**src/rtl/cfg_bank_pkg.sv**
```systemverilog
// Shared definitions for the memory-bank (BL/WL) configuration writer.
// Holds the FSM state encoding, default geometry constants and the
// beats-per-frame helper used by the writer and the frame packer.
package cfg_bank_pkg;

  localparam int unsigned DEF_BL_W     = 72;
  localparam int unsigned DEF_WL_W     = 72;
  localparam int unsigned DEF_DATA_W   = 8;
  localparam int unsigned DEF_WL_PULSE = 2;

  typedef enum logic [2:0] {
    ST_IDLE,
    ST_LOAD,
    ST_SETUP,
    ST_PULSE,
    ST_HOLD,
    ST_DONE
  } state_e;

  // Number of stream beats that make up one bit-line frame.
  function automatic int unsigned beats_per_frame(input int unsigned bl_w,
                                                  input int unsigned data_w);
    return bl_w / data_w;
  endfunction

endpackage

```
**src/rtl/cfg_frame_packer.sv**
```systemverilog
// Packs DATA_W-bit stream beats into one BL_W-bit frame.
// Ports:
//   clk, rst_n    clock, asynchronous active-low reset
//   clear         restart packing at beat 0 (start of a pass)
//   beat_en       a beat is accepted this cycle
//   s_data        beat payload; bit i lands in frame bit k*DATA_W+i
//   frame_full_c  the accepted beat completes the frame (combinational)
//   frame_c       packed frame including the beat accepted this cycle
module cfg_frame_packer
  import cfg_bank_pkg::*;
#(
  parameter int unsigned BL_W   = DEF_BL_W,
  parameter int unsigned DATA_W = DEF_DATA_W
) (
  input  logic              clk,
  input  logic              rst_n,
  input  logic              clear,
  input  logic              beat_en,
  input  logic [0:DATA_W-1] s_data,
  output logic              frame_full_c,
  output logic [0:BL_W-1]   frame_c
);

  localparam int unsigned BEATS = beats_per_frame(BL_W, DATA_W);
  localparam int unsigned CNT_W = (BEATS > 1) ? $clog2(BEATS) : 1;

  logic [CNT_W-1:0] beat_cnt_q, beat_cnt_d;
  logic [0:BL_W-1]  pack_q, pack_d;

  // Beat counter and packing buffer next-state.
  always_comb begin
    beat_cnt_d   = beat_cnt_q;
    pack_d       = pack_q;
    frame_full_c = 1'b0;
    if (clear) begin
      beat_cnt_d = '0;
    end else if (beat_en) begin
      for (int unsigned k = 0; k < BEATS; k++) begin
        if (beat_cnt_q == CNT_W'(k)) begin
          pack_d[k*DATA_W +: DATA_W] = s_data;
        end
      end
      if (beat_cnt_q == CNT_W'(BEATS - 1)) begin
        beat_cnt_d   = '0;
        frame_full_c = 1'b1;
      end else begin
        beat_cnt_d = beat_cnt_q + CNT_W'(1);
      end
    end
  end

  // The writer copies the frame on the same edge as the last beat,
  // so the frame view includes the beat being accepted now.
  assign frame_c = pack_d;

  always_ff @(posedge clk or negedge rst_n) begin
    if (!rst_n) begin
      beat_cnt_q <= '0;
      pack_q     <= '0;
    end else begin
      beat_cnt_q <= beat_cnt_d;
      pack_q     <= pack_d;
    end
  end

endmodule

```
**src/rtl/cfg_bank_writer.sv**
```systemverilog
// Memory-bank configuration writer: packs streamed config beats into
// BL_W-bit frames and programs one frame per row by driving the bit lines
// and pulsing a single word line, walking rows 0..WL_W-1 once per start.
// Ports:
//   prog_clk, prog_rst_n  clock, asynchronous active-low reset
//   start                 begin a programming pass (only honoured in IDLE)
//   s_data/s_valid/s_ready config beat stream
//   bl                    bit-line bus (held stable around each wl pulse)
//   wl                    word-line bus, at most one bit high
//   row                   row currently being programmed
//   busy                  pass in progress
//   done                  one-cycle pulse when the last row is finished
module cfg_bank_writer
  import cfg_bank_pkg::*;
#(
  parameter  int unsigned BL_W     = DEF_BL_W,
  parameter  int unsigned WL_W     = DEF_WL_W,
  parameter  int unsigned DATA_W   = DEF_DATA_W,
  parameter  int unsigned WL_PULSE = DEF_WL_PULSE,
  localparam int unsigned ROW_W    = (WL_W > 1) ? $clog2(WL_W) : 1
) (
  input  logic              prog_clk,
  input  logic              prog_rst_n,
  input  logic              start,
  input  logic [0:DATA_W-1] s_data,
  input  logic              s_valid,
  output logic              s_ready,
  output logic [0:BL_W-1]   bl,
  output logic [0:WL_W-1]   wl,
  output logic [ROW_W-1:0]  row,
  output logic              busy,
  output logic              done
);

  localparam int unsigned PULSE_W = (WL_PULSE > 1) ? $clog2(WL_PULSE) : 1;

  if (((BL_W % DATA_W) != 0) || (WL_PULSE < 1)) begin : g_param_check
    $error("cfg_bank_writer: BL_W must be a multiple of DATA_W and WL_PULSE must be >= 1");
  end

  state_e             state_q, state_d;
  logic [ROW_W-1:0]   row_q, row_d;
  logic [PULSE_W-1:0] pulse_cnt_q, pulse_cnt_d;
  logic [0:BL_W-1]    bl_q, bl_d;
  logic [0:WL_W-1]    wl_q, wl_d;
  logic               s_ready_q, s_ready_d;
  logic               busy_q, busy_d;
  logic               done_q, done_d;

  logic               pack_clear_c;
  logic               beat_en_c;
  logic               frame_full_c;
  logic [0:BL_W-1]    frame_c;

  // s_ready_q is high exactly while in LOAD, so it qualifies acceptance.
  assign beat_en_c = s_valid && s_ready_q;

  cfg_frame_packer #(
    .BL_W   (BL_W),
    .DATA_W (DATA_W)
  ) u_packer (
    .clk          (prog_clk),
    .rst_n        (prog_rst_n),
    .clear        (pack_clear_c),
    .beat_en      (beat_en_c),
    .s_data       (s_data),
    .frame_full_c (frame_full_c),
    .frame_c      (frame_c)
  );

  // Next-state, counters and registered outputs derived from next state.
  always_comb begin
    state_d      = state_q;
    row_d        = row_q;
    pulse_cnt_d  = pulse_cnt_q;
    bl_d         = bl_q;
    pack_clear_c = 1'b0;

    unique case (state_q)
      ST_IDLE: begin
        if (start) begin
          state_d      = ST_LOAD;
          row_d        = '0;
          pack_clear_c = 1'b1;
        end
      end
      ST_LOAD: begin
        if (frame_full_c) begin
          bl_d    = frame_c;
          state_d = ST_SETUP;
        end
      end
      ST_SETUP: begin
        state_d     = ST_PULSE;
        pulse_cnt_d = '0;
      end
      ST_PULSE: begin
        if (pulse_cnt_q == PULSE_W'(WL_PULSE - 1)) begin
          state_d = ST_HOLD;
        end else begin
          pulse_cnt_d = pulse_cnt_q + PULSE_W'(1);
        end
      end
      ST_HOLD: begin
        if (row_q == ROW_W'(WL_W - 1)) begin
          state_d = ST_DONE;
        end else begin
          row_d   = row_q + ROW_W'(1);
          state_d = ST_LOAD;
        end
      end
      ST_DONE: begin
        state_d = ST_IDLE;
      end
      default: begin
        state_d = ST_IDLE;
      end
    endcase

    s_ready_d = (state_d == ST_LOAD);
    busy_d    = (state_d != ST_IDLE);
    done_d    = (state_d == ST_DONE);
    for (int unsigned r = 0; r < WL_W; r++) begin
      wl_d[r] = (state_d == ST_PULSE) && (row_d == ROW_W'(r));
    end
  end

  always_ff @(posedge prog_clk or negedge prog_rst_n) begin
    if (!prog_rst_n) begin
      state_q     <= ST_IDLE;
      row_q       <= '0;
      pulse_cnt_q <= '0;
      bl_q        <= '0;
      wl_q        <= '0;
      s_ready_q   <= 1'b0;
      busy_q      <= 1'b0;
      done_q      <= 1'b0;
    end else begin
      state_q     <= state_d;
      row_q       <= row_d;
      pulse_cnt_q <= pulse_cnt_d;
      bl_q        <= bl_d;
      wl_q        <= wl_d;
      s_ready_q   <= s_ready_d;
      busy_q      <= busy_d;
      done_q      <= done_d;
    end
  end

  assign s_ready = s_ready_q;
  assign bl      = bl_q;
  assign wl      = wl_q;
  assign row     = row_q;
  assign busy    = busy_q;
  assign done    = done_q;

endmodule

```
**config.mk**
```make
export PLATFORM = sky130hd
export DESIGN_NAME = cfg_bank_writer
export DESIGN_NICKNAME = d
export VERILOG_FILES = /design/src/rtl/cfg_bank_pkg.sv /design/src/rtl/cfg_frame_packer.sv /design/src/rtl/cfg_bank_writer.sv
export SDC_FILE = /design/constraint.sdc
export NUM_CORES = 1
export LEC_CHECK = 0
export ABC_AREA = 1
export CELL_PAD_IN_SITES_DETAIL_PLACEMENT = 2
export CELL_PAD_IN_SITES_GLOBAL_PLACEMENT = 2
export CORE_MARGIN = 2
export CORE_UTILIZATION = 35
export DETAILED_ROUTE_END_ITERATION = 8
export PLACE_DENSITY = 0.83
export SKIP_CTS_REPAIR_TIMING = 1
export SLEW_MARGIN = 15
export SYNTH_ARGS = -nofsm -noshare
export SYNTH_HDL_FRONTEND = slang
export SYNTH_HIERARCHICAL = 1
export SYNTH_SLANG_ARGS = --single-unit
```
**constraint.sdc**
```tcl
create_clock -name prog_clk -period 5.5 [get_ports prog_clk]
set_input_delay 1.65 -clock prog_clk [delete_from_list [all_inputs] [get_ports prog_clk]]
set_output_delay 1.65 -clock prog_clk [all_outputs]
set_load 0.03 [all_outputs]
```
==> impl_metrics.csv <==
group,metric,value,unit
synthesis,synthTopCellsByArea,"dfrtp_1 63%, nand2_1 20%, nor2_1 3.4%, nor2_8 2.4%, nand3_4 1.3%",
floorplan,die_w,166.6,um
synthesis,synth_common_cells,"484 x nand2_1, 234 x dfrtp_1, 83 x nor2_1",
layout,drive_gt1_frac,0.1057,
synthesis,syn_area,9253,um^2
hold_path,hold_depth,2,
hold_path,whs_endpoint,"bl[22]",
setup_path,reg2reg_depth,11,
power_and_ir_drop,p_leak,6.093,nW
hold_path,hp-start,"bl[22]",
drt,routed_wl,29390,um
floorplan,core_area,25980,um^2
clock_network,cts_sinks,234,
floorplan,start_util,0.3561,
setup_path,critPathLaunchType,"input port",
clock_network,numCtsBuffers,26,
drt,drc_errors,0,
drt,first_iter_violations,256,
setup_path,reg2reg_slack,2690,ps
synthesis,synthAdderAreaFrac,0.006761,
power_and_ir_drop,peakVddDrop,0.2960,mV
synthesis,synth_top_flop_cell,"dfrtp_1",
setup_path,cpMostUsedCell,"nand2_1",
synthesis,synth_nets,976,
timing,rsz0062_at_grt,"false",
timing,max_freq,0.2589,GHz
timing,hold_viol_final,0,
floorplan,num_rows,59,
drt,via_per_inst,4.811,
synthesis,muxShareOfSynthArea,0.001217,
grt,grt_max_degree,131,
setup_path,critPathTopFamily,"buffers and inverters",
drt,wire_per_inst,19.86,um
synthesis,ys_ff_latch,234,
place,place_area,11240,um^2
floorplan,die_area,27750,um^2
drt,drtPass1Iterations,4,
layout,utilization,0.4632,
timing,clock_skew,11.76,ps
setup_path,crit_type,"in2reg",
timing,period_minus_slack,3862,ps
setup_path,r2r-start,"u_packer/beat_cnt_q[1]",
timing,slew_headroom,0.3043,
setup_path,r2r-end,"bl[24]",
layout,nets,1145,
timing,fin_crit_sh,0.7023,
synthesis,synth.avg_cell_area,9.648,um^2
power_and_ir_drop,power.density,489.2,nW/um^2
timing,fin_tns_setup,0,ps
setup_path,cp_data_required_time,5950,ps
setup_path,endpoint_kind,"flip-flop",
synthesis,synthSimpleGateAreaFrac,0.3163,
setup_path,path_buf_inv,6,
clock_network,cts_buffer_depth,3,
floorplan,io_pins,166,
status,status,"completed",
synthesis,synth_edf_count,0,
synthesis,synth_compound_area_frac,0.007573,
clock_network,clock_latency,520,ps
timing,maxSlewViolCount,0,
place,gp_congestion,0.7609,
synthesis,synth_top_family_by_area,"simple AND/OR/NAND/NOR gates",
synthesis,synth-seq-area-share,0.6329,
grt,grt_pass1_vias,8325,
synthesis,synthArstFlopShare,1.000,
setup_path,cp_max_fo,73,
timing,setup_violations,0,
setup_path,critPathArrivalTime,4310,ps
layout,num_antenna_cells,0,
synthesis,yosysUniqueCellTypes,28,
synthesis,synth_top_area_share,0.6329,
layout,final_cell_area,12040,um^2
run,max-cap-violations,0,
drt,vias,7121,
layout,area_growth,30.07,%
setup_path,critPathSlowestCell,"buf_4",
drt,drtAntennaViolNets,0,
grt,antenna_found_initial,1,
synthesis,synth-xor-area-share,0,
synthesis,syn_inst,959,
grt,grt_pass1_wl,47190,um
clock_network,clk_pin_slew,60,ps
grt,grt_usage,0.2145,
clock_network,ctsHtreeMaxLevel,1,
grt,grt_overflow,0,
synthesis,synth_top_area_cell,"dfrtp_1",
clock_network,cts_tree,"yes",
hold_path,hold_path.class,"reg2reg",
clock_network,clock-root-buffer,"clkbuf_16",
place,dp_hpwl,19020,um
synthesis,synth_warnings,6,
floorplan,die_y,166.6,um
place,portBuffers,165,
timing,worstMarginPinSlew,1044,ps
setup_path,cp_slowest_stage_delay,570,ps
setup_path,crit_chain,"clkdlybuf4s50_1, nand2_1, inv_1, inv_2, nor2_8, nand2_4, clkinv_4, inv_1, nor2_4, buf_4, nand2_1, nand2_1",
synthesis,yosysMostFrequentCell,"nand2_1",
## worst min-delay path, cell delays in order (launching register included)
cell	delay, ps
dfrtp_1	340
nand2_1	50
nand2_1	50
## layout by cell type, fill, tap and decap left out, drive strengths merged
master           n
clkdlybuf4s50  164
a21oi            3
buf              5
nor3             1
o21bai           3
nor2           108
o21ai            5
clkinv           6
ha               5
nand3           33
nand2          501
nand4            1
dfrtp          234
clkbuf          41
mux2             1
inv             34
## registers in the layout (all words and copies together) (netlist names)
name,cells
row,7
state_q,3
u_packer/beat_cnt_q,4
wl,72
u_packer/pack_q,72
pulse_cnt_q,1
busy,1
done,1
bl,72
s_ready,1
## power breakdown
group / switching (mW) / internal, mW
clock: 0.680 / 0.961
sequential: 0.239 / 2.16
combinational: 1.25 / 0.600
## worst max-delay path by stage
stage | slack, ps | cells after the start | from | endpoint
floorplan | 2520 | 12 | s_valid | bl[10]
global placement | 1200 | 14 | s_valid | busy
detailed placement | 1070 | 14 | s_valid | busy
CTS | 1590 | 14 | s_valid | busy
global route | 1360 | 14 | s_valid | busy
finish | 1640 | 12 | s_valid | bl[24]
## metal layers
layer,wire length (um),global-route usage,vias up
met3,2477,0.08175,36
li1,-,-,3258
met5,13,0,-
met1,10980,0.2305,3654
met2,15350,0.3971,171
met4,574,0.05097,2
## cells by family (layout without fill, tap and decap cells)
kind of cell    Yosys count  count (layout)
simple gates            644             644
flops                   234             234
buf+inv                  64             250
compound gates           11              11
fa+ha+maj                 5               5
mux                       1               1
## layout make-up
cell class | count | area [um^2]
fillers | 2765 | 13950
flip-flops and latches | 234 | 5856
multi-input cells | 661 | 3078
repair buffers | 169 | 1724
clock buffers | 41 | 778.2
well taps | 335 | 419.2
inverters | 36 | 160.2
clock inverters | 4 | 20.02
## per-stage QoR
stage               worst slack (ps)  std cells  total power [mW]  hold slack [ps]
floorplan                       2521        959             3.528            438.4
global placement                1202       1435             4.163            453.9
detailed placement              1070       1435             4.263            464.3
CTS                             1589       1480             5.983            479.9
global route                    1363       1480             6.220            501.3
finish                          1638       1480             5.888            472.3
No activity file was read; power rests on OpenSTA's default activity.
